**src/rtl/fpu_flt2int.sv**
```systemverilog
// fpu_flt2int
// Multi-cycle single-precision float to 32-bit integer converter
// (FCVT.W.S / FCVT.WU.S). The significand is aligned one bit per cycle,
// then rounded according to flt_rm in a single ROUND cycle.
//
// Ports
//   clk            in   clock, rising edge
//   rst            in   synchronous reset, active low
//   start          in   launch a conversion (sampled only in IDLE)
//   opa[31:0]      in   IEEE-754 single operand
//   ID_EX_alu_func in   ALU_FCVTWS = signed, ALU_FCVTWUS = unsigned
//   flt_rm[2:0]    in   rounding mode (RNE/RTZ/RDN/RUP/RMM, 101-111 -> RNE)
//   res[31:0]      out  integer result, held until next conversion ends
//   nv, nx         out  invalid / inexact flags, held with res
//   busy           out  high in ALIGN and ROUND
//   valid          out  one-cycle pulse in DONE
//
// state | meaning
// IDLE  | waiting for start
// ALIGN | shifting magnitude one bit per cycle, cnt_q steps left
// ROUND | apply rounding increment, saturate, register result
// DONE  | valid pulse, result on res
module fpu_flt2int (
  input  logic        clk,
  input  logic        rst,
  input  logic        start,
  input  logic [31:0] opa,
  input  logic [4:0]  ID_EX_alu_func,
  input  logic [2:0]  flt_rm,
  output logic [31:0] res,
  output logic        nv,
  output logic        nx,
  output logic        busy,
  output logic        valid
);

  localparam logic [4:0] ALU_FCVTWS  = 5'd24;
  localparam logic [4:0] ALU_FCVTWUS = 5'd25;

  localparam logic [2:0] RM_RTZ = 3'b001;
  localparam logic [2:0] RM_RDN = 3'b010;
  localparam logic [2:0] RM_RUP = 3'b011;
  localparam logic [2:0] RM_RMM = 3'b100;

  typedef enum logic [1:0] {IDLE, ALIGN, ROUND, DONE} state_t;

  state_t      state_q, state_d;
  logic [32:0] mag_q, mag_d;
  logic        g_q, g_d;
  logic        s_q, s_d;
  logic        sign_q, sign_d;
  logic        uns_q, uns_d;
  logic [2:0]  rm_q, rm_d;
  logic        special_q, special_d;
  logic        ovf_q, ovf_d;
  logic        left_q, left_d;
  logic [4:0]  cnt_q, cnt_d;
  logic [31:0] res_q, res_d;
  logic        nv_q, nv_d;
  logic        nx_q, nx_d;

  logic [7:0]  op_exp;
  logic [22:0] op_mant;
  logic [7:0]  lshift;
  logic [7:0]  rshift;
  logic        inc;
  logic [32:0] m;
  logic        invalid;

  assign op_exp  = opa[30:23];
  assign op_mant = opa[22:0];
  // Exponent 150 is E = 23: significand already aligned to integer weight.
  assign lshift  = op_exp - 8'd150;
  assign rshift  = 8'd150 - op_exp;

  always_comb begin
    inc = 1'b0;
    case (rm_q)
      RM_RTZ:  inc = 1'b0;
      RM_RDN:  inc = (g_q | s_q) & sign_q;
      RM_RUP:  inc = (g_q | s_q) & ~sign_q;
      RM_RMM:  inc = g_q;
      default: inc = g_q & (s_q | mag_q[0]);
    endcase
    m = mag_q + {32'd0, inc};
    if (uns_q)
      invalid = special_q | ovf_q | m[32] | (sign_q & (m != 33'd0));
    else
      invalid = special_q | ovf_q
              | (~sign_q & (m > 33'h0_7FFF_FFFF))
              | ( sign_q & (m > 33'h0_8000_0000));
  end

  always_comb begin
    state_d   = state_q;
    mag_d     = mag_q;
    g_d       = g_q;
    s_d       = s_q;
    sign_d    = sign_q;
    uns_d     = uns_q;
    rm_d      = rm_q;
    special_d = special_q;
    ovf_d     = ovf_q;
    left_d    = left_q;
    cnt_d     = cnt_q;
    res_d     = res_q;
    nv_d      = nv_q;
    nx_d      = nx_q;

    case (state_q)
      IDLE: begin
        if (start) begin
          // NaN converts as +infinity, so its sign is dropped here.
          sign_d    = opa[31] & ~((op_exp == 8'hFF) & (op_mant != 23'd0));
          uns_d     = (ID_EX_alu_func == ALU_FCVTWUS);
          rm_d      = flt_rm;
          special_d = (op_exp == 8'hFF);
          ovf_d     = (op_exp >= 8'd159) & (op_exp != 8'hFF);
          mag_d     = {9'd0, (op_exp != 8'd0), op_mant};
          g_d       = 1'b0;
          s_d       = 1'b0;
          left_d    = (op_exp >= 8'd150);
          cnt_d     = 5'd0;
          if (op_exp >= 8'd159) begin
            state_d = ROUND;
          end else if (op_exp <= 8'd125) begin
            // |x| < 0.5: only the sticky bit survives.
            mag_d   = 33'd0;
            s_d     = (opa[30:0] != 31'd0);
            state_d = ROUND;
          end else begin
            cnt_d   = (op_exp >= 8'd150) ? lshift[4:0] : rshift[4:0];
            state_d = ((op_exp >= 8'd150) && (lshift == 8'd0)) ? ROUND : ALIGN;
          end
        end
      end
      ALIGN: begin
        if (left_q) begin
          mag_d = {mag_q[31:0], 1'b0};
        end else begin
          s_d   = s_q | g_q;
          g_d   = mag_q[0];
          mag_d = {1'b0, mag_q[32:1]};
        end
        cnt_d = cnt_q - 5'd1;
        if (cnt_q == 5'd1)
          state_d = ROUND;
      end
      ROUND: begin
        nv_d = invalid;
        nx_d = (g_q | s_q) & ~invalid;
        if (invalid) begin
          if (uns_q)
            res_d = sign_q ? 32'h0000_0000 : 32'hFFFF_FFFF;
          else
            res_d = sign_q ? 32'h8000_0000 : 32'h7FFF_FFFF;
        end else if (sign_q && !uns_q) begin
          res_d = 32'd0 - m[31:0];
        end else begin
          res_d = m[31:0];
        end
        state_d = DONE;
      end
      DONE: begin
        state_d = IDLE;
      end
      default: state_d = IDLE;
    endcase
  end

  always_ff @(posedge clk) begin
    if (!rst) begin
      state_q   <= IDLE;
      mag_q     <= 33'd0;
      g_q       <= 1'b0;
      s_q       <= 1'b0;
      sign_q    <= 1'b0;
      uns_q     <= 1'b0;
      rm_q      <= 3'd0;
      special_q <= 1'b0;
      ovf_q     <= 1'b0;
      left_q    <= 1'b0;
      cnt_q     <= 5'd0;
      res_q     <= 32'd0;
      nv_q      <= 1'b0;
      nx_q      <= 1'b0;
    end else begin
      state_q   <= state_d;
      mag_q     <= mag_d;
      g_q       <= g_d;
      s_q       <= s_d;
      sign_q    <= sign_d;
      uns_q     <= uns_d;
      rm_q      <= rm_d;
      special_q <= special_d;
      ovf_q     <= ovf_d;
      left_q    <= left_d;
      cnt_q     <= cnt_d;
      res_q     <= res_d;
      nv_q      <= nv_d;
      nx_q      <= nx_d;
    end
  end

  assign res   = res_q;
  assign nv    = nv_q;
  assign nx    = nx_q;
  assign busy  = (state_q == ALIGN) || (state_q == ROUND);
  assign valid = (state_q == DONE);

endmodule

```
**config.mk**
```make
export PLATFORM = sky130hd
export DESIGN_NAME = fpu_flt2int
export DESIGN_NICKNAME = d
export VERILOG_FILES = /design/src/rtl/fpu_flt2int.sv
export SDC_FILE = /design/constraint.sdc
export NUM_CORES = 1
export LEC_CHECK = 0
export CORE_MARGIN = 1.5
export CORE_UTILIZATION = 57
export DETAILED_ROUTE_END_ITERATION = 10
export PLACE_DENSITY = 0.82
export REMOVE_ABC_BUFFERS = 1
export SLEW_MARGIN = 20
export SYNTH_ARGS = -nofsm -noshare
export SYNTH_HDL_FRONTEND = slang
export SYNTH_SLANG_ARGS = --single-unit
```
**constraint.sdc**
```tcl
create_clock -name clk -period 5.7 [get_ports clk]
set_input_delay 1.425 -clock clk [delete_from_list [all_inputs] [get_ports clk]]
set_output_delay 1.425 -clock clk [all_outputs]
set_load 0.02 [all_outputs]
```
==> impl_metrics.toml <==
[outcome]
outcome = "finished clean"

[place]
portBuffers = 78
dp_hpwl_mm = 13.6
placed_cell_area_mm2 = 0.00715
place_inst = 1003
routabilityCongestion = 0.927
post-place-ws_ns = 0.742

[global_routing]
globalRouteOverflowTotal = 0
grt_first_pass_wirelength_mm = 29.6
grt_antenna_before_repair = 0
first_global_vias = 5931
globalRouteTotalUtil_pct = 31.4
grt_start_max_net_pins = 62

[floorplan]
boundaryPins = 79
die_x_um = 109
core_area_mm2 = 0.0109
die_area_mm2 = 0.0119
row_count = 38
initial_utilization_pct = 58.9
chipHeight_um = 109

[synth]
synth_top_area_share_pct = 26.2
synth_top_flop_cell = "sky130_fd_sc_hd__dfxtp_1"
syn_avg_cell_area_um2 = 7.56
synth.largest_area_cell = "sky130_fd_sc_hd__dfxtp_1"
synth.top_cells.by_area = "sky130_fd_sc_hd__dfxtp_1 (26%), sky130_fd_sc_hd__nor2_1 (6.4%), sky130_fd_sc_hd__xnor2_1 (5.3%)"
synth.ff_latch_count = 84
yosys-top-cells-count = "sky130_fd_sc_hd__nor2_1 (109), sky130_fd_sc_hd__dfxtp_1 (84), sky130_fd_sc_hd__nand2_1 (67)"
post-synth-top-count-cell = "sky130_fd_sc_hd__nor2_1"
synth.yosys.seq_area_share_pct = 26.2
synth_edf_count = 0
post_synth_num_cell_types = 70
syn-instance-count = 849
synthArstFlopShare_pct = 0
syn_area_mm2 = 0.00642
synthesis.yosys.warnings = 0

[clocking]
tritoncts_num_sinks = 84
clk_root_buffer_cell = "sky130_fd_sc_hd__clkbuf_8"
h-tree-depth = 3
cts-buffers-inserted = 9
post_cts.repair.setup_buffers = 0
path_clk_slew_ns = 0.09
cts_tree = "done"
cts_hold_buf = 0
worst_skew_pair.late_latency_ns = 0.38
cts_repair_resize_count = 0
clock_path_buffers = 2

[worst_setup_path]
worstPathArrival_ns = 5.22
crit_chain = "xnor2_1 > nor3b_1 > a21oi_1 > nor2_1 > ha_1 > ha_1 > and3_1 > nand4_1 > nor2_1 > mux2_2 > o211ai_1 > nor4b_1 > o21a_2 > o41ai_4 > buf_4 > a311oi_1"
crit_path_max_incr_delay_ns = 0.48
setup.worst_path.class = "flip-flop to flip-flop"
crit_start = "sign_q"
setup.worst_path.end_class = "flip-flop"
cpMaxStageDelayCell = "sky130_fd_sc_hd__o211ai_1"
critical_path_depth = 16
cp-start-kind = "flip-flop"
regToRegStartpoint = "sign_q"
critical_path_peak_fanout = 26
cp.buffers_inverters = 1
worst_setup_path_endpoint = "res[14]"
required_worst_endpoint_ns = 5.92
path_delay_family = "simple AND/OR/NAND/NOR gates"
ff2ff_path_depth = 16
critical_path.reg2reg.endpoint = "res[14]"
rrSetupSlack_ns = 0.70

[sta]
timing.setup.tns_ns = 0
rsz_0062_raised_after_global_routing = "no"
fmax_mhz = 200
total_count_of_max_transition_violations_in_the_final_report = 0
holdWs_ns = 0.482
finalWorstSetupSlack_ns = 0.699
timing_worst_slew_pin_value_ns = 0.939
worst_clock_skew_ns = 0.0121
rel_slew_slack_pct = 37.4
report.final.setup_viol = 0
timing_hold_violations_final = 0
finalCritPeriodShare_pct = 87.7
period_minus_slack_ns = 5.00

[drt]
per_cell_routed_wire_length_um = 18.1
number_of_remaining_drc_errors = 0
route.vias.total = 6601
drt-vias-per-instance = 6.48
ant_nets = 0
drt-total-wl_mm = 18.4
first_iter_violations = 549
drt_pass1_iterations = 5

[pwr]
leakagePower_nw = 2.43
max-vdd-ir-drop_mv = 0.327
totalPowerFinal_mw = 3.38
power.density_mw_per_mm2 = 461

[layout]
fin_area_mm2 = 0.00733
fin_util_pct = 67.3
share_of_final_layout_standard_cells_stronger_than_drive_strength_1_pct = 6.60
antenna_cells_inserted = 0
final_cell_count_no_fill = 1019
layout.nets = 938
synthToLayoutAreaGrowth_pct = 14.2

[job]
cap_viol_max_count = 0

[min_path]
hold_class = "flip-flop to flip-flop"
layer usage:
layer | routed length (um) | share of wire (%) | global-route usage, %
met3 | 1300 | 7.1 | 4.72
met1 | 8190 | 44 | 42.5
met4 | 503 | 2.7 | 13.0
met5 | 0 | 0 | 0
met2 | 8420 | 46 | 49.7
registers in the layout (all words and copies together) (netlist names):
| name | flops |
|---|---|
| rm_q | 3 |
| nv | 1 |
| g_q | 1 |
| sign_q | 1 |
| nx | 1 |
| state_q | 2 |
| mag_q | 33 |
| s_q | 1 |
| uns_q | 1 |
| left_q | 1 |
| res | 32 |
| special_q | 1 |
| cnt_q | 5 |
| ovf_q | 1 |
cells in the final DEF (no fill, tap or decap), drive strengths merged, types with 19 or more instances in the layout:
master / instances
nor2: 109
dfxtp: 84
clkdlybuf4s50: 78
nand2: 67
nor3: 43
xnor2: 39
a21oi: 39
o21ai: 36
a221oi: 26
nand4: 26
nor4: 26
nand3: 25
inv: 22
mux2: 21
ha: 21
a311oi: 19
layout make-up:
type	count	area (um2)
Multi-Input combinational cell	664	4320
Clock buffer	11	141
Fill cell	954	3560
Inverter	24	90.1
Tap cell	140	175
Timing Repair Buffer	91	878
Sequential cell	84	1680
Clock inverter	5	37.5
worst register-to-register path, stage by stage, from the launching register on:
cell,delay (ns)
sky130_fd_sc_hd__dfxtp_1,0.46
sky130_fd_sc_hd__xnor2_1,0.11
sky130_fd_sc_hd__nor3b_1,0.20
sky130_fd_sc_hd__a21oi_1,0.06
sky130_fd_sc_hd__nor2_1,0.10
sky130_fd_sc_hd__ha_1,0.28
sky130_fd_sc_hd__ha_1,0.40
sky130_fd_sc_hd__and3_1,0.31
sky130_fd_sc_hd__nand4_1,0.39
sky130_fd_sc_hd__nor2_1,0.46
sky130_fd_sc_hd__mux2_2,0.41
sky130_fd_sc_hd__o211ai_1,0.48
sky130_fd_sc_hd__nor4b_1,0.14
sky130_fd_sc_hd__o21a_2,0.41
sky130_fd_sc_hd__o41ai_4,0.26
sky130_fd_sc_hd__buf_4,0.31
sky130_fd_sc_hd__a311oi_1,0.10
logic make-up after synthesis:
kind of cell | share of synthesized area (%)
AO/OA/AOI/OAI | 21.7
AND/OR/NAND/NOR | 28.2
multiplexers | 5.87
buffers and inverters | 6.49
flip-flops | 26.2
adder cells (fa/ha/maj) | 4.10
XOR/XNOR | 7.51
worst min-delay path by stage:
stage                        from       to  slack (ns)  cells past startpoint
after floorplan           rm_q[1]  rm_q[1]        0.45                      2
after global placement     res[3]   res[3]        0.46                      2
after detailed placement  res[28]  res[28]        0.47                      2
after CTS                  res[3]   res[3]        0.48                      2
after global routing      res[12]  res[12]        0.51                      2
final                      res[3]   res[3]        0.48                      2
report_power, final:
group | switching, mW | leakage (nW) | internal (mW) | total [mW]
sequential | 0.336 | 0.688 | 0.778 | 1.11
clock | 0.230 | 0.0855 | 0.171 | 0.401
combinational | 1.08 | 1.65 | 0.784 | 1.87
total | 1.65 | 2.43 | 1.73 | 3.38
Power figures use the tool's default switching activity.
